File: config.mk
export PLATFORM = sky130hd
export DESIGN_NAME = mem_port_arbiter
export DESIGN_NICKNAME = d
export VERILOG_FILES = /design/src/rtl/mem_port_arbiter.sv
export SDC_FILE = /design/constraint.sdc
export NUM_CORES = 1
export LEC_CHECK = 0
export BUFFER_PORTS_ARGS = -buffer_cell sky130_fd_sc_hd__buf_2
export CAP_MARGIN = 20
export CORE_MARGIN = 4
export CORE_UTILIZATION = 52
export DETAILED_ROUTE_END_ITERATION = 10
export PLACE_DENSITY = 0.87
export REMOVE_ABC_BUFFERS = 1
export SLEW_MARGIN = 20
export SYNTH_ARGS = -nofsm -noshare
export SYNTH_HDL_FRONTEND = slang
export SYNTH_SLANG_ARGS = --single-unit
File: constraint.sdc
create_clock -name clk1 -period 10.2 [get_ports clk1]
set_input_delay 1.02 -clock clk1 [delete_from_list [all_inputs] [get_ports clk1]]
set_output_delay 1.02 -clock clk1 [all_outputs]
set_load 0.05 [all_outputs]
File: src/rtl/mem_port_arbiter.sv
// Shares one synchronous single-port memory between the fetch (IF) and memory-stage (DM)
// requesters. DM has fixed priority, bounded by a starvation guard that forces IF through.
module mem_port_arbiter #(
  parameter int AW         = 10,
  parameter int DW         = 32,
  parameter int MAX_STARVE = 4
) (
  input  logic          clk1,
  input  logic          rst,
  input  logic          if_req,
  input  logic [AW-1:0] if_addr,
  output logic          if_ack,
  output logic [DW-1:0] if_rdata,
  input  logic          dm_req,
  input  logic          dm_we,
  input  logic [AW-1:0] dm_addr,
  input  logic [DW-1:0] dm_wdata,
  output logic          dm_ack,
  output logic [DW-1:0] dm_rdata,
  output logic          mem_en,
  output logic          mem_we,
  output logic [AW-1:0] mem_addr,
  output logic [DW-1:0] mem_wdata,
  input  logic [DW-1:0] mem_rdata,
  output logic          busy
);

  localparam logic [1:0] IDLE  = 2'd0;
  localparam logic [1:0] GRANT = 2'd1;
  localparam logic [1:0] RESP  = 2'd2;

  localparam logic OWN_IF = 1'b0;
  localparam logic OWN_DM = 1'b1;

  localparam logic [3:0] STARVE_LIM = 4'(MAX_STARVE);

  logic [1:0]    state;
  logic          owner;
  logic [3:0]    starve_cnt;
  logic [DW-1:0] if_rdata_q;
  logic [DW-1:0] dm_rdata_q;

  logic in_resp;
  logic decide;
  logic if_elig;
  logic dm_elig;
  logic grant;
  logic pick_if;

  // The port being acked in RESP is masked: its requester only drops req next cycle.
  assign in_resp = (state == RESP);
  assign decide  = (state == IDLE) || in_resp;
  assign if_elig = if_req && !(in_resp && owner == OWN_IF);
  assign dm_elig = dm_req && !(in_resp && owner == OWN_DM);
  assign grant   = decide && (if_elig || dm_elig);
  assign pick_if = if_elig && (!dm_elig || starve_cnt == STARVE_LIM);

  assign if_ack = in_resp && (owner == OWN_IF);
  assign dm_ack = in_resp && (owner == OWN_DM);
  assign busy   = (state == GRANT) || (state == RESP);

  // mem_we is held through RESP, so it still tells a load from a store there.
  assign if_rdata = if_ack ? mem_rdata : if_rdata_q;
  assign dm_rdata = (dm_ack && !mem_we) ? mem_rdata : dm_rdata_q;

  // NOTE: sequential state uses non-blocking assignments so every flop samples pre-edge values.
  always_ff @(posedge clk1 or posedge rst) begin
    if (rst) begin
      state      <= IDLE;
      owner      <= OWN_IF;
      starve_cnt <= '0;
      mem_en     <= 1'b0;
      mem_we     <= 1'b0;
      mem_addr   <= '0;
      mem_wdata  <= '0;
      if_rdata_q <= '0;
      dm_rdata_q <= '0;
    end else begin
      if (!if_req) begin
        starve_cnt <= '0;
      end else if (grant) begin
        if (pick_if)
          starve_cnt <= '0;
        else if (starve_cnt < STARVE_LIM)
          starve_cnt <= starve_cnt + 4'd1;
      end

      if (in_resp) begin
        if (owner == OWN_IF)
          if_rdata_q <= mem_rdata;
        else if (!mem_we)
          dm_rdata_q <= mem_rdata;
      end

      if (grant) begin
        state    <= GRANT;
        owner    <= pick_if ? OWN_IF : OWN_DM;
        mem_en   <= 1'b1;
        mem_we   <= !pick_if && dm_we;
        mem_addr <= pick_if ? if_addr : dm_addr;
        if (!pick_if)
          mem_wdata <= dm_wdata;
      end else if (state == GRANT) begin
        state  <= RESP;
        mem_en <= 1'b0;
      end else begin
        state <= IDLE;
      end
    end
  end

endmodule
==> results.txt, run 1 <==
The run finished with clean final reports. The total setup violations reported at the end of the flow is 0. In this run the biggest area consumer among cell types represents ~57% of the synthesized area. 200 I/O pins were placed. Counting flops with a built-in enable in the synthesized netlist gives 0. The worst-case clock buffer depth came out at 2. Setup repair after global routing left no endpoint under its margin. The maximum cell stage delay along the critical path came out at around 0.60 ns. For this run, design rule violations remaining after detail routing come to 0. The utilization after layout is a little under three quarters. The register bit total from synthesis is between 100 and 150. Counting I/O delays and the setup requirement, the final critical path takes about 3.7 ns. The total length of routed wires is ~11 mm.

The root buffer cell chosen for the clock tree is clkbuf_8. Of the synthesized area, sequential elements account for a little under three fifths. The wire length of the first global-routing pass is between 15 and 20 mm. The final-stage net count is around 630. The clock latency on the worst-skew pair came out at ~0.50 ns. The initial antenna violation count is 0.

The maximum clock frequency is roughly 270 MHz. Once detail routing completed, the nets flagged for antenna violations numbered 0. By area the synthesized netlist is led by dfrtp_1, mux2_2, mux2_4, mux2i_1, ha_1.

For this run, the leading register cell type out of synthesis is dfrtp_1. The post-cts gate resize count is 0. Across all hold checks on the routed design, the worst slack comes to between 0.4 and 0.5 ns. The tool flagged a number of max-cap violations equal to 0.

Summed over all nets, the half-perimeter wirelength after detailed placement is just under 8 mm. Across every metal layer, demand over resource in global routing totals about 19%. The setup fix buffers added after clock tree synthesis is 0. The number of buffers inserted during clock tree synthesis is 17. Along the worst path, the maximum fanout reaches 64. The path class of the tightest hold or removal check is reg2reg. For this run, asynchronously set or reset flops after synthesis account for 100%.

After synthesis, the most frequently instantiated cells are dfrtp_1, mux2_2, mux2_4, nor2_1. The pre-antenna-repair detailed-routing pass consisted of 4 iterations. The post-route netlist has around two thirds of its cells at a drive strength greater than 1. The post-route setup TNS is 0 ns. The synthesis warning total is 0. STA classifies the critical path startpoint as a flip-flop.

The routed layout has around 3.4k vias. At the worst endpoint, the required time is just over 9 ns. Headroom to the max-slew limit came out at between 40% and 50%.

The CTS tree is yes. The total congestion overflow after global routing is 0. The count of mapped cells out of synthesis came out at 333. The placeable core area is just over 9000 sq um. The clock-pin slew reported for the worst setup and hold paths after clock tree synthesis came out at ~0.060 ns. The layout-stage area growth over the synthesis result came out at 33.4%. Counting the fill cells in the layout gives between 600 and 700. The count of antenna diodes in the layout came out at 0. The post-synthesis cell type with the largest combined area is dfrtp_1. The maximum number of pins on one net before global-route repair is just over 80. The total die area came out at roughly 11,000 sq um.

The cell with the largest stage delay on the worst path is buf_4. The type of destination of the critical path is an output port. The data arrival time of the critical path is 2.68 ns. The row count is 35.

The clock drives ~120 sinks. The via count of the first global-routing pass came out at ~3.5k. The die span in y is 106 microns. The weighted congestion at the end of routability-driven global placement is approximately 0.73. The number of hold violations in the final report is 0. The number of distinct standard cells referenced by the synthesized netlist came out at 28. The per-instance average area after synthesis came out at 15.0 sq um.

After detailed routing, the average wire length per cell comes to 15.8 microns. In this run the cell area measured after placement is a little over 6000 sq um. The first routing iteration left between 80 and 90 violations. The most numerous cell in the Yosys netlist is dfrtp_1. The worst clock skew came out at approximately 0.012 ns. The H-tree generated during clock tree synthesis spans 4 levels.

The total standard cell area after synthesis is ~5000 sq um. The combined buffer and inverter count along the critical path came out at 3. The final worst-path cycle share came out at between 30% and 40%. The cts-stage hold buffer count came out at 0. The setup slack on the worst flop-to-flop path came out at ~7.2 ns. The detailed-route vias per instance is ~5.0.

From left edge to right edge, the die measures about 110 microns. The gate family responsible for the most delay along the worst path is buffers and inverters. At the pin with the least slew margin, the transition time is 0.885 ns. The worst setup path is of the reg2out kind. Once the floorplan was initialized, standard cells occupied approximately 54% of the core.

The signal on the critical path passes through inv_1 > ha_1 > and2_1 > nand2b_2 > buf_4 > mux2_2 > buf_2. The max-slew violation count is 0. In this run the tool buffered the top-level ports with approximately 200 buffer cells. The post-route standard cell area excluding fillers is 6680 sq um.
[cell type report]
class	instances	area, sq um	area share, %
clock buffer	18	428	6.41
clock inverter	14	155	2.32
inverter	9	36.3	0.543
multi-input combinational	193	2000	29.9
sequential	115	2880	43.1
tap	129	161	2.42
timing repair buffer	202	1020	15.3
[worst register-to-register path, stage by stage, from the launching register on]
cell and delay [ns]:
dfrtp_1 0.35, inv_1 0.06, ha_1 0.25, nand2b_1 0.35
buf_4 0.39, o221ai_2 0.22, inv_2 0.35, nand2_4 0.43
mux2_4 0.46
[sequential cells by signal, summed over array words and instances, names as in the netlist]
signal and count:
owner 1, starve_cnt 4, dm_rdata_q 32, state 2, if_rdata_q 32, mem_en 1
mem_addr 10, mem_wdata 32, mem_we 1
[cell families after synthesis]
family          Yosys count  share of synthesized area, %
mux                     138                          33.0
fa+ha+maj                 5                          1.25
buf+inv                  25                          2.67
flops                   115                          57.5
compound gates           21                          2.77
simple gates             29                          2.90
[path summary, 6_finish.rpt]
path	start	endpoint	depth (start not counted)
worst max-delay path	state[0]	dm_rdata[10]	7
worst min-delay path	mem_we	mem_we	2
worst max register to register	state[0]	mem_wdata[3]	8
worst min register to register	mem_we	mem_we	2
max in group asynchronous	rst	if_rdata_q[22]	3
min in group asynchronous	rst	mem_wdata[18]	2
[layer usage]
layer / share of wire, % / vias up / wire length [microns] / GRT usage [%]
li1: - / 1593 / - / -
met1: 41 / 1641 / 4440 / 24.7
met2: 50 / 146 / 5350 / 31.4
met3: 7.8 / 8 / 834 / 6.25
met4: 1.0 / 0 / 110 / 6.29
met5: 0 / - / 0 / 0
[stage by stage]
stage | worst slack [ns] | cells
finish | 6.50 | 680
CTS | 6.46 | 680
global placement | 7.05 | 648
floorplan | 6.05 | 317
detailed placement | 7.01 | 648
global route | 6.31 | 680
[cells in the final DEF, fill, tap and decap left out, types with 2 or more instances in the layout]
cell and count:
nand2_1 5, and2_1 3, mux2_4 29, buf_4 2, nor2_1 12, a21oi_1 11, inv_2 2, bufinv_16 2
clkbuf_16 16, clkinvlp_4 5, inv_1 6, nand2b_1 3, mux2i_1 10, buf_2 199, dfrtp_1 115, o21ai_0 4
mux2_2 99, inv_6 2, clkinv_4 4, clkbuf_8 2, ha_1 5
Power of run 1 is left out: the tool's default activity adds up to more than one toggle a clock period on the data nets, which glitch-free logic cannot reach.
==> run 2, diff against run 1 <==
--- a/config.mk
+++ b/config.mk
@@ -8,9 +8,9 @@
 export BUFFER_PORTS_ARGS = -buffer_cell sky130_fd_sc_hd__buf_2
 export CAP_MARGIN = 20
 export CORE_MARGIN = 4
-export CORE_UTILIZATION = 52
+export CORE_UTILIZATION = 49
 export DETAILED_ROUTE_END_ITERATION = 10
-export PLACE_DENSITY = 0.87
+export PLACE_DENSITY = 0.83
 export REMOVE_ABC_BUFFERS = 1
 export SLEW_MARGIN = 20
 export SYNTH_ARGS = -nofsm -noshare
==> constraint.sdc (replaced) <==
create_clock -name clk1 -period 3.6 [get_ports clk1]
set_input_delay 0.36 -clock clk1 [delete_from_list [all_inputs] [get_ports clk1]]
set_output_delay 0.36 -clock clk1 [all_outputs]
set_load 0.05 [all_outputs]
==> run 2 against run 1 <==
Against the previous run:
- core utilization shrank 4.2 points
- via count fell by 0.35%
- sequential share of layout area grew 0.17 points
- clock skew shrank 0.0070 ns
- largest cell class unchanged
- highest routed layer unchanged
==> results.txt, run 2 (synthesized netlist as in run 1, its figures left out) <==
The max-slew violation count came to 0. Routability-driven placement finished with a final weighted congestion of 0.785. Global routing consumed, over all layers together, a little under a fifth of the routing resources.

CTS saw ~120 sinks. The first global-routing pass estimated 17.0 mm of wire. The register area is between 2000 and 3000 sq um. The total vias in the final route is about 3.4k. The number of hold violations in the final report is 0. The kind of cell with the highest combined delay along the critical path is buffers and inverters.

The placeable core area came out at roughly 9900 sq um. The clock-pin slew reported for the worst setup and hold paths after clock tree synthesis is 0.06 ns. The first-pass iteration count of the detailed router is 4.

The number of DRC violations after detailed-routing iteration 0 is roughly 160. Setup repair after global routing left no endpoint under its margin. The largest single stage delay on the critical path is around 0.38 ns. The setup slack on the worst flop-to-flop path is ~1 ns.

The library cell used most frequently in the layout, excluding fill and tap cells, is buf_2. The number of filler cells placed in the layout is around 720. The worst-case clock buffer depth came out at 2. The combined buffer and inverter count along the critical path came out at 3. The tree is rooted in a clkbuf_8. The worst setup path is launched from a flip-flop. For the final routed database, the setup TNS stands at 0 ns.

The worst register-to-register path ends at mem_wdata[28]. In this run the count of I/O pins placed on the die edge is 200. The share of cells above drive strength 1 came out at roughly two thirds. In the final layout, the registers with the most flip-flops are dm_rdata_q (32), if_rdata_q (32), mem_wdata (32).

The largest individual stage delay along the critical path comes from the cell mux2_2. The row count is 36. The number of buffers inserted during clock tree synthesis is 17. The count of nets left with antenna violations once routing finished came out at 0.

Post-CTS repair changed the size of 0 cells. The residual DRC count is 0. The cts-stage hold buffer count is 0. The final layout contains approximately 630 nets. The routed design could run at a clock period as short as 2.99 ns. Once the clock tree was built, the setup fixing pass inserted 0 buffers. The die span in y is between 100 and 150 microns. Across the run, the number of max-cap violations was 0. The maximum clock frequency is approximately 330 MHz. The relative slew slack came out at 51.0%. The total setup violations reported at the end of the flow is 0. The count of H-tree levels built during CTS came out at 4. The worst endpoint required time is about 3.2 ns. The HPWL after detailed placement came out at between 7 and 8 mm. Between clock sinks in the finished design, the worst skew comes to approximately 0.0054 ns. The critical path goes through inv_1 > ha_1 > and2_1 > nand2b_2 > buf_12 > mux2_2 > buf_2. The initial antenna violation count is 0.

The maximum number of pins on one net before global-route repair is 86. The clock latency on the worst-skew pair is 0.50 ns. The die boundary width came out at between 100 and 150 microns. The category of the critical setup timing path is reg2out. In the final routed layout, each cell accounts on average for roughly 16 microns. The count of antenna diodes in the layout came out at 0. The total of buffers placed on input and output ports is 199.

The total length of routed wires is about 11 mm. The total die area came out at around 12,000 sq um. The worst setup path is captured at an output port.

The depth of the most critical reg-to-reg path came out at 7. The via count of the first global-routing pass came out at approximately 3.6k. After detailed routing, the number of vias per cell comes to 4.92. In the layout the commonest cells are buf_2, dfrtp_1, mux2_2. In the final layout, the multi-input gates occupy between 1500 and 2000 sq um. The layout-stage area growth over the synthesis result came out at 32.9%. The initial core utilization came out at about half. The path class of the tightest hold or removal check is in2async. The measured slew at the worst slew-check pin is between 0.7 and 0.8 ns. The data arrival time of the critical path came out at approximately 2.6 ns. The maximum net fanout on the critical path came out at 46.

The total congestion overflow after global routing came out at 0. The final critical path takes up between 80% and 90% of the cycle. TritonCTS built the clock tree. The run finished with clean final reports. The critical register-to-register path startpoint is state[0].
==> run 2: changes by cell type in the layout (fill, tap and decap cells not counted), moves of 2 or more <==
cell / previous run / this run
bufinv_16: 2 / 0
inv_6: 2 / 4
clkinv_2: 1 / 4
buf_4: 2 / 4
==> run 2: worst max path at each step <==
stage	startpoint	endpoint	slack, ns	depth (start not counted)
finish	state[0]	dm_rdata[2]	0.61	7
global placement	state[0]	mem_wdata[28]	1.11	7
global route	state[0]	dm_rdata[1]	0.46	7
CTS	state[0]	dm_rdata[2]	0.54	7
floorplan	state[0]	dm_rdata[0]	0.11	5
detailed placement	state[0]	mem_wdata[28]	0.98	7
==> run 2: routing by layer <==
| metal | wire [microns] | track usage [%] |
|---|---|---|
| met1 | 4420 | 23.1 |
| met4 | 264 | 9.92 |
| met5 | 0 | 0 |
| met2 | 5210 | 29.9 |
| met3 | 892 | 5.45 |
==> run 2: final cells by class <==
cell class	count	area share (%)
clock buffers	17	6.22
clock inverters	15	1.67
inverters	9	0.583
multi-input cells	193	30.0
flip-flops and latches	115	43.2
well taps	133	2.50
repair buffers	204	15.7
==> run 2: stage by stage <==
stage	worst slack (ns)	hold slack (ns)	util (%)	cell area, sq um	std cells
2_1_floorplan	0.108	0.474	-	4910	317
3_3_place_gp	1.11	0.475	62.1	6130	654
3_5_place_dp	0.975	0.481	62.1	6130	654
4_1_cts	0.538	0.0390	67.4	6650	686
5_1_grt	0.463	0.0508	67.5	6650	686
6_report	0.607	0.00135	67.5	6650	686
Power of run 2 is left out for the same reason.
